[config.mk]
export PLATFORM = sky130hd
export DESIGN_NAME = ghost_collision_ctrl
export DESIGN_NICKNAME = d
export VERILOG_FILES = /design/src/rtl/ghost_collision_ctrl.sv
export SDC_FILE = /design/constraint.sdc
export NUM_CORES = 1
export LEC_CHECK = 0
export ABC_AREA = 1
export BUFFER_PORTS_ARGS = -buffer_cell sky130_fd_sc_hd__buf_2
export CAP_MARGIN = 20
export CORE_ASPECT_RATIO = 0.8
export CORE_MARGIN = 5
export CORE_UTILIZATION = 25
export DETAILED_ROUTE_END_ITERATION = 10
export PLACE_DENSITY_LB_ADDON = 0.12
export SLEW_MARGIN = 15
export SYNTH_ARGS = -nofsm -noshare
export SYNTH_HDL_FRONTEND = slang
export SYNTH_SLANG_ARGS = --single-unit
[constraint.sdc]
create_clock -name frame_clk -period 1.9 [get_ports frame_clk]
set_input_delay 0.475 -clock frame_clk [delete_from_list [all_inputs] [get_ports frame_clk]]
set_output_delay 0.475 -clock frame_clk [all_outputs]
set_load 0.01 [all_outputs]
[src/rtl/ghost_collision_ctrl.sv]
`default_nettype none
// ============================================================================
// Module   : ghost_collision_ctrl
// Brief    : Life/round controller; freezes movers on a catch, pulses ghost_rst
//            on respawn, tracks lives and game over. Optional proximity hit
//            detection is enabled by defining PROXIMITY_HIT_EN.
// Revision : 1.0 - initial release
// ============================================================================
module ghost_collision_ctrl #(
    parameter int NUM_GHOSTS     = 4,
    parameter int LIVES_INIT     = 3,
    parameter int FREEZE_FRAMES  = 120,
    parameter int RESPAWN_FRAMES = 60,
    parameter int HIT_RADIUS     = 5
) (
    input  logic                     Reset,
    input  logic                     frame_clk,
    input  logic                     start,
    input  logic [NUM_GHOSTS-1:0]    ghost_collide,
    input  logic [10*NUM_GHOSTS-1:0] ghost_x,
    input  logic [10*NUM_GHOSTS-1:0] ghost_y,
    input  logic [9:0]               pac_x,
    input  logic [9:0]               pac_y,
    output logic                     stop,
    output logic                     ghost_rst,
    output logic [2:0]               lives,
    output logic                     game_over,
    output logic [1:0]               hit_id
);

    localparam logic [2:0] S_IDLE    = 3'd0;
    localparam logic [2:0] S_PLAY    = 3'd1;
    localparam logic [2:0] S_CAUGHT  = 3'd2;
    localparam logic [2:0] S_RESPAWN = 3'd3;
    localparam logic [2:0] S_OVER    = 3'd4;

    localparam logic [7:0] c_freeze_load  = 8'(FREEZE_FRAMES - 1);
    localparam logic [7:0] c_respawn_load = 8'(RESPAWN_FRAMES - 1);
    localparam logic [2:0] c_lives_init   = 3'(LIVES_INIT);

    logic [2:0] r_state, w_state_nxt;
    logic [7:0] r_cnt, w_cnt_nxt;
    logic       r_stop, w_stop_nxt;
    logic       r_ghost_rst, w_ghost_rst_nxt;
    logic [2:0] r_lives, w_lives_nxt;
    logic       r_game_over, w_game_over_nxt;
    logic [1:0] r_hit_id, w_hit_id_nxt;

    logic [3:0] w_hit;
    logic       w_any_hit;
    logic [1:0] w_first_hit;

    // Per-ghost hit terms; slots beyond NUM_GHOSTS never hit.
    generate
        for (genvar gi = 0; gi < 4; gi++) begin : g_ghost
            if (gi < NUM_GHOSTS) begin : g_used
`ifdef PROXIMITY_HIT_EN
                logic [9:0] w_gx, w_gy, w_dx, w_dy;
                assign w_gx = ghost_x[10*gi +: 10];
                assign w_gy = ghost_y[10*gi +: 10];
                // Larger minus smaller keeps the distance from wrapping near 0.
                assign w_dx = (w_gx > pac_x) ? (w_gx - pac_x) : (pac_x - w_gx);
                assign w_dy = (w_gy > pac_y) ? (w_gy - pac_y) : (pac_y - w_gy);
                assign w_hit[gi] = ghost_collide[gi] |
                                   ((w_dx <= 10'(HIT_RADIUS)) && (w_dy <= 10'(HIT_RADIUS)));
`else
                assign w_hit[gi] = ghost_collide[gi];
`endif
            end else begin : g_tied
                assign w_hit[gi] = 1'b0;
            end
        end
    endgenerate

`ifndef PROXIMITY_HIT_EN
    logic w_unused_pos;
    assign w_unused_pos = ^{ghost_x, ghost_y, pac_x, pac_y};
`endif

    assign w_any_hit = |w_hit;

    always_comb begin
        w_first_hit = 2'd0;
        for (int i = 3; i >= 0; i--) begin
            if (w_hit[i]) w_first_hit = 2'(i);
        end
    end

    // State and output registers
    always_ff @(posedge frame_clk or posedge Reset) begin
        if (Reset) begin
            r_state     <= S_IDLE;
            r_cnt       <= 8'd0;
            r_stop      <= 1'b1;
            r_ghost_rst <= 1'b0;
            r_lives     <= 3'd0;
            r_game_over <= 1'b0;
            r_hit_id    <= 2'd0;
        end else begin
            r_state     <= w_state_nxt;
            r_cnt       <= w_cnt_nxt;
            r_stop      <= w_stop_nxt;
            r_ghost_rst <= w_ghost_rst_nxt;
            r_lives     <= w_lives_nxt;
            r_game_over <= w_game_over_nxt;
            r_hit_id    <= w_hit_id_nxt;
        end
    end

    // Next state and frame counter
    always_comb begin
        w_state_nxt = r_state;
        w_cnt_nxt   = r_cnt;
        case (r_state)
            S_IDLE, S_OVER: begin
                if (start) begin
                    w_state_nxt = S_RESPAWN;
                    w_cnt_nxt   = c_respawn_load;
                end
            end
            S_PLAY: begin
                if (w_any_hit) begin
                    w_state_nxt = S_CAUGHT;
                    w_cnt_nxt   = c_freeze_load;
                end
            end
            S_CAUGHT: begin
                if (r_cnt == 8'd0) begin
                    if (r_lives == 3'd0) begin
                        w_state_nxt = S_OVER;
                    end else begin
                        w_state_nxt = S_RESPAWN;
                        w_cnt_nxt   = c_respawn_load;
                    end
                end else begin
                    w_cnt_nxt = r_cnt - 8'd1;
                end
            end
            S_RESPAWN: begin
                if (r_cnt == 8'd0) w_state_nxt = S_PLAY;
                else               w_cnt_nxt   = r_cnt - 8'd1;
            end
            default: begin
                w_state_nxt = S_IDLE;
                w_cnt_nxt   = 8'd0;
            end
        endcase
    end

    // Next output values, registered alongside the state
    always_comb begin
        w_stop_nxt      = (w_state_nxt != S_PLAY);
        w_ghost_rst_nxt = (w_state_nxt == S_RESPAWN) && (r_state != S_RESPAWN);
        w_game_over_nxt = (w_state_nxt == S_OVER);
        w_lives_nxt     = r_lives;
        w_hit_id_nxt    = r_hit_id;
        if (((r_state == S_IDLE) || (r_state == S_OVER)) && start) begin
            w_lives_nxt = c_lives_init;
        end else if ((r_state == S_PLAY) && w_any_hit) begin
            w_lives_nxt  = (r_lives == 3'd0) ? 3'd0 : (r_lives - 3'd1);
            w_hit_id_nxt = w_first_hit;
        end
    end

    assign stop      = r_stop;
    assign ghost_rst = r_ghost_rst;
    assign lives     = r_lives;
    assign game_over = r_game_over;
    assign hit_id    = r_hit_id;

endmodule
`default_nettype wire

* Word-level counts from Yosys, hierarchy flattened
Cells that the tools add are included.
** Storage, ports and cells
- Flip-flop bits (word level) :: 19
- Input bits :: 107
- Output and inout port bits :: 8
- Logic and storage cells :: 53
** Operators by class
- Add/sub/neg operators :: 2
- Equal/unequal tests :: 12
- Mux-type cells :: 19
- Bitwise logic cells :: 1
- Reduce and logical (&&, ||, !) cells :: 12
** Operators by type and width (count)
- 8-bit two-way mux :: 5
- 8-bit case mux with 4 select lines :: 1
- 3-bit two-way mux :: 8
- 3-bit case mux with 4 select lines :: 1
- 3-bit by 2-bit equality test with 1-bit output (second input constant) :: 3
- 8-bit zero test :: 1
- 2-bit two-way mux :: 4
- 8-bit by 1-bit subtractor with 8-bit output (second input constant) :: 1
- 3-bit equality test (second input constant) :: 2
- 3-bit zero test :: 2
- 2-bit inequality test (second input constant) :: 3
- 4-bit AND reduction :: 1
- 4-bit OR reduction :: 1
- 3-bit by 1-bit equality test with 1-bit output (second input constant) :: 1
- 1-bit logical AND :: 3
- 3-bit by 1-bit inequality test with 1-bit output (second input constant) :: 1
- 3-bit by 2-bit inequality test with 1-bit output (second input constant) :: 1
- 3-bit inequality test (second input constant) :: 1
- 3-bit by 1-bit subtractor with 3-bit output (second input constant) :: 1
- 2-bit AND reduction :: 1
- 2-bit nonzero test :: 1
- 2-bit OR reduction :: 1
- 1-bit logical OR :: 1
- 1-bit NOT :: 1

* Depth between registers and ports, before layout
- Word-level depth :: 6
- Depth in mapped cells :: 9
- Mapped depth without buffers :: 9

* Worst setup path after synthesis
No wires, ideal clock.
- Path kind :: register -> register
- From :: reg r_cnt[0]
- To :: reg r_cnt[6]
- Library setup time :: 116 ps
- Data arrival time :: 1263 ps
- Required time :: 1784 ps
- Slack :: 521 ps
- Cell stages (with the launch flop) :: 10
- Buffers on the path :: 0
- Clock period less this slack :: 1379 ps
- Path through :: dfrtp_1 inv_1 ha_1 nand2_1 nor2_8 nand3_2 nand3_4 inv_2 nand2_1 nand2_1
** Between the ends
- Cells in the longest elaborated chain, start to end :: 3
- Elaborated cells on any way between the ends :: 8
- Those cells by class :: add/sub: 1; eq/ne: 2; mux: 3; reduce/logical: 2
** RTL lines
- start: declaration :: line 42 : logic [7:0] r_cnt, w_cnt_nxt;
- start signal: assignment :: line 101 : r_cnt <= w_cnt_nxt;
- 8-bit by 1-bit subtractor with 8-bit output / 8-bit zero test (equally long branches)
- 8-bit two-way mux (tied with other cells) :: line 140 : if (r_cnt == 8'd0) w_state_nxt = S_PLAY;
- 8-bit case mux with 4 select lines / 4-bit AND reduction (equally long branches)
Several ways; a longest one is shown, not always the timed one. The select of a mux whose other input is x is not followed.
A chain may end at the register's enable or synchronous reset.

* Worst setup path in the final report
- From :: reg r_cnt[0]
- To :: reg r_cnt[4]
The elaborated chain is that of the path after synthesis.

==> reports/qor.yml <==
outcome:
  status: "complete, no violations"
synth:
  synth_top_area_cell: "dfrtp_1"
  ys_ff_latch: 19
  syn_avg_cell_area_sq_um: 7.491
  ys_types: 26
  synthTopCellsByArea: "dfrtp_1 (39%), nand2_1 (17%), inv_1 (5.5%), nor2_1 (5.5%), a21oi_1 (3.9%)"
  ys_seq_area_frac: 0.4132
  syn_inst: 154
  yosysWarnings: 0
  synth_area_sq_um: 1154
  syn_nets: 263
  synth_top_area_frac: 0.3905
timing:
  fin_crit_ns: 1.617
  setup_viol: 0
  final-hold-violation-count: 0
  fin_setup_tns_ns: 0
  max_slew.worst_pin.slew_ns: 0.3342
  fmax_ghz: 0.6183
  fin_skew_ns: 0.002441
  fin_crit_sh: 0.8512
  rsz0062_at_grt: "false"
  drv_slew: 0
  worst_slack_ns: 0.2827
  relSlewSlack: 0.7764
clock_tree:
  cts_max_path_buffers: 2
  cts_resized: 0
  cts_tree: "built"
  clk_pin_slew_ns: 0.08
  clock_sinks: 19
  clk_latency_ns: 0.26
  cts.htree.levels: 1
  clockRootBuffer: "clkbuf_8"
  cts_hold_buf: 0
  post_cts_buffers: 0
  cts_made_buffers: 3
detailed_routing:
  wl_per_cell_um: 11.14
  wl_mm: 2.595
  drc: 0
  drt_iter0_drc: 89
  via_count: 996
  drt-pass1-iter-count: 4
  ant_nets: 0
  vias_per_cell: 4.275
placement:
  placed_area_sq_um: 1306
  pre_cts_slack_ns: 0.2575
  dp_hpwl_mm: 2.016
  place.gp.congestion: 0.8298
  port_buffers: 14
critical_path:
  slowest_stage: "dfrtp_1"
  critPathBufInv: 1
  crit_start: "r_cnt[0]"
  crit_family: "simple AND/OR/NAND/NOR gates"
  crit_arrival_ns: 1.77
  r2r-start: "r_cnt[0]"
  timing.critical_path.cells: "inv_1 -> ha_1 -> nand2_1 -> o21ai_0 -> nand3_2 -> nand2_1 -> nand2_1"
  rr_worst_depth: 7
  path_max_fanout: 8
  path_class: "reg -> reg"
  worst_ep_required_time_ns: 2.05
  cp-start-kind: "register"
  end_kind: "register"
  rrSetupSlack_ns: 0.28
  crit_top_cell: "nand2_1"
  critPathMaxStageDelay_ns: 0.40
  cp.depth: 7
  crit_end: "r_cnt[4]"
  r2r_end: "r_cnt[4]"
power:
  power_leakage_nw: 0.7108
  irDropWorstVdd_uv: 618.5
  power_density_nw_per_um2: 1590
floorplan:
  core-area_sq_um: 4514
  io_pins: 115
  floorplan.die_area_sq_um: 6081
  initial_core_util: 0.2555
  std_cell_rows: 22
  die_w_um: 85.95
  dieHeight_um: 70.76
final_layout:
  num_antenna_cells: 0
  multi_input_area_sq_um: 605.6
  final_core_util: 0.2996
  seq_area_sq_um: 476.7
  n_fill_cell: 504
  fin_nets: 283
  areaGrowthSynthToFinish_pct: 17.25
  drive_gt1_frac: 0.2081
  fin_area_sq_um: 1353
global_route:
  grt_max_degree: 20
  grtUsageTotal: 0.09775
  grt_pass1_vias: 1002
  grt.overflow.total: 0
  grt_pass1_wl_mm: 4.788
  grt_antenna_before_repair: 0
job:
  maxCapViolations: 0
min_path:
  hold_class: "in -> async"
## cell type report
type	count	share of cell area
Multi-Input combinational cell	116	0.4477
Sequential cell	19	0.3525
Timing Repair Buffer	15	0.05735
Tap cell	60	0.05550
Inverter	19	0.05273
Clock buffer	3	0.03053
Clock inverter	1	0.003700
## stage by stage
stage / hold slack (ns) / total power [mW] / instances
finish: 0.2226 / 2.150 / 233
global route: 0.2544 / 2.408 / 233
CTS: 0.2327 / 2.180 / 233
detailed placement: 0.4707 / 1.871 / 229
global placement: 0.4607 / 1.872 / 229
floorplan: 0.4254 / 1.589 / 154
## synthesized netlist by cell type
| library cell | n |
|---|---|
| dfstp_2 | 1 |
| nand3_4 | 1 |
| nand2_4 | 1 |
| nand2_1 | 51 |
| o21ai_0 | 4 |
| nand3_2 | 3 |
| o21ai_1 | 1 |
| xor2_1 | 1 |
| nor2_8 | 1 |
| nand2_2 | 2 |
| a211oi_1 | 1 |
| ha_1 | 2 |
| o22a_1 | 1 |
| dfrtp_1 | 18 |
| o21bai_1 | 1 |
| nand4_1 | 1 |
| nor2_4 | 2 |
| nor3_1 | 3 |
| inv_1 | 17 |
| a21oi_4 | 1 |
| nor2_2 | 3 |
| o31ai_1 | 1 |
| a21oi_1 | 9 |
| nor2_1 | 17 |
| inv_2 | 2 |
| nand3_1 | 9 |
## sequential cells by signal (all words and copies together), names as in the netlist
register	cells
game_over	1
hit_id	2
lives	3
r_state	3
r_cnt	8
stop	1
ghost_rst	1
## logic make-up (layout without fill, tap and decap cells)
| group | after synthesis | count (layout) | share of synthesized area |
|---|---|---|---|
| adder cells (fa/ha/maj) | 2 | 2 | 0.02169 |
| flip-flops | 19 | 19 | 0.4132 |
| AO/OA/AOI/OAI | 19 | 19 | 0.1020 |
| XOR/XNOR | 1 | 1 | 0.007594 |
| AND/OR/NAND/NOR | 94 | 94 | 0.3937 |
| buffers and inverters | 19 | 38 | 0.06182 |
## where the power goes
part | total [mW] | switching [mW] | leakage, nW | internal, mW
registers | 0.718 | 0.156 | 0.235 | 0.562
clock network | 0.294 | 0.148 | 0.0255 | 0.146
logic | 1.14 | 0.741 | 0.450 | 0.397
## worst reg2reg max path, stage by stage (launching register included)
cell     delay [ns]
dfrtp_1        0.40
inv_1          0.13
ha_1           0.16
nand2_1        0.14
o21ai_0        0.28
nand3_2        0.23
nand2_1        0.13
nand2_1        0.05
## worst min-delay path by stage
stage	cells after the start	startpoint	to
finish	3	Reset	r_cnt[0]
floorplan	1	Reset	game_over
global route	3	Reset	r_cnt[0]
CTS	3	Reset	r_cnt[0]
detailed placement	2	hit_id[0]	hit_id[0]
global placement	2	hit_id[0]	hit_id[0]
## cell usage in the layout, fill, tap and decap left out, types with 3 or more instances in the layout
master and n:
nand2_1 51, dfrtp_1 18, nor2_1 17, inv_1 17, buf_2 14, nand3_1 9
a21oi_1 9, o21ai_0 4, nor2_2 3, nand3_2 3, nor3_1 3, clkbuf_8 3
## routing by layer
layer  track usage  wire [um]
met1        0.1371       1372
met2        0.1454       1106
met4       0.02109         24
met5             0          0
met3       0.03260         91
Note: power is estimated with default switching activity, not from simulation.
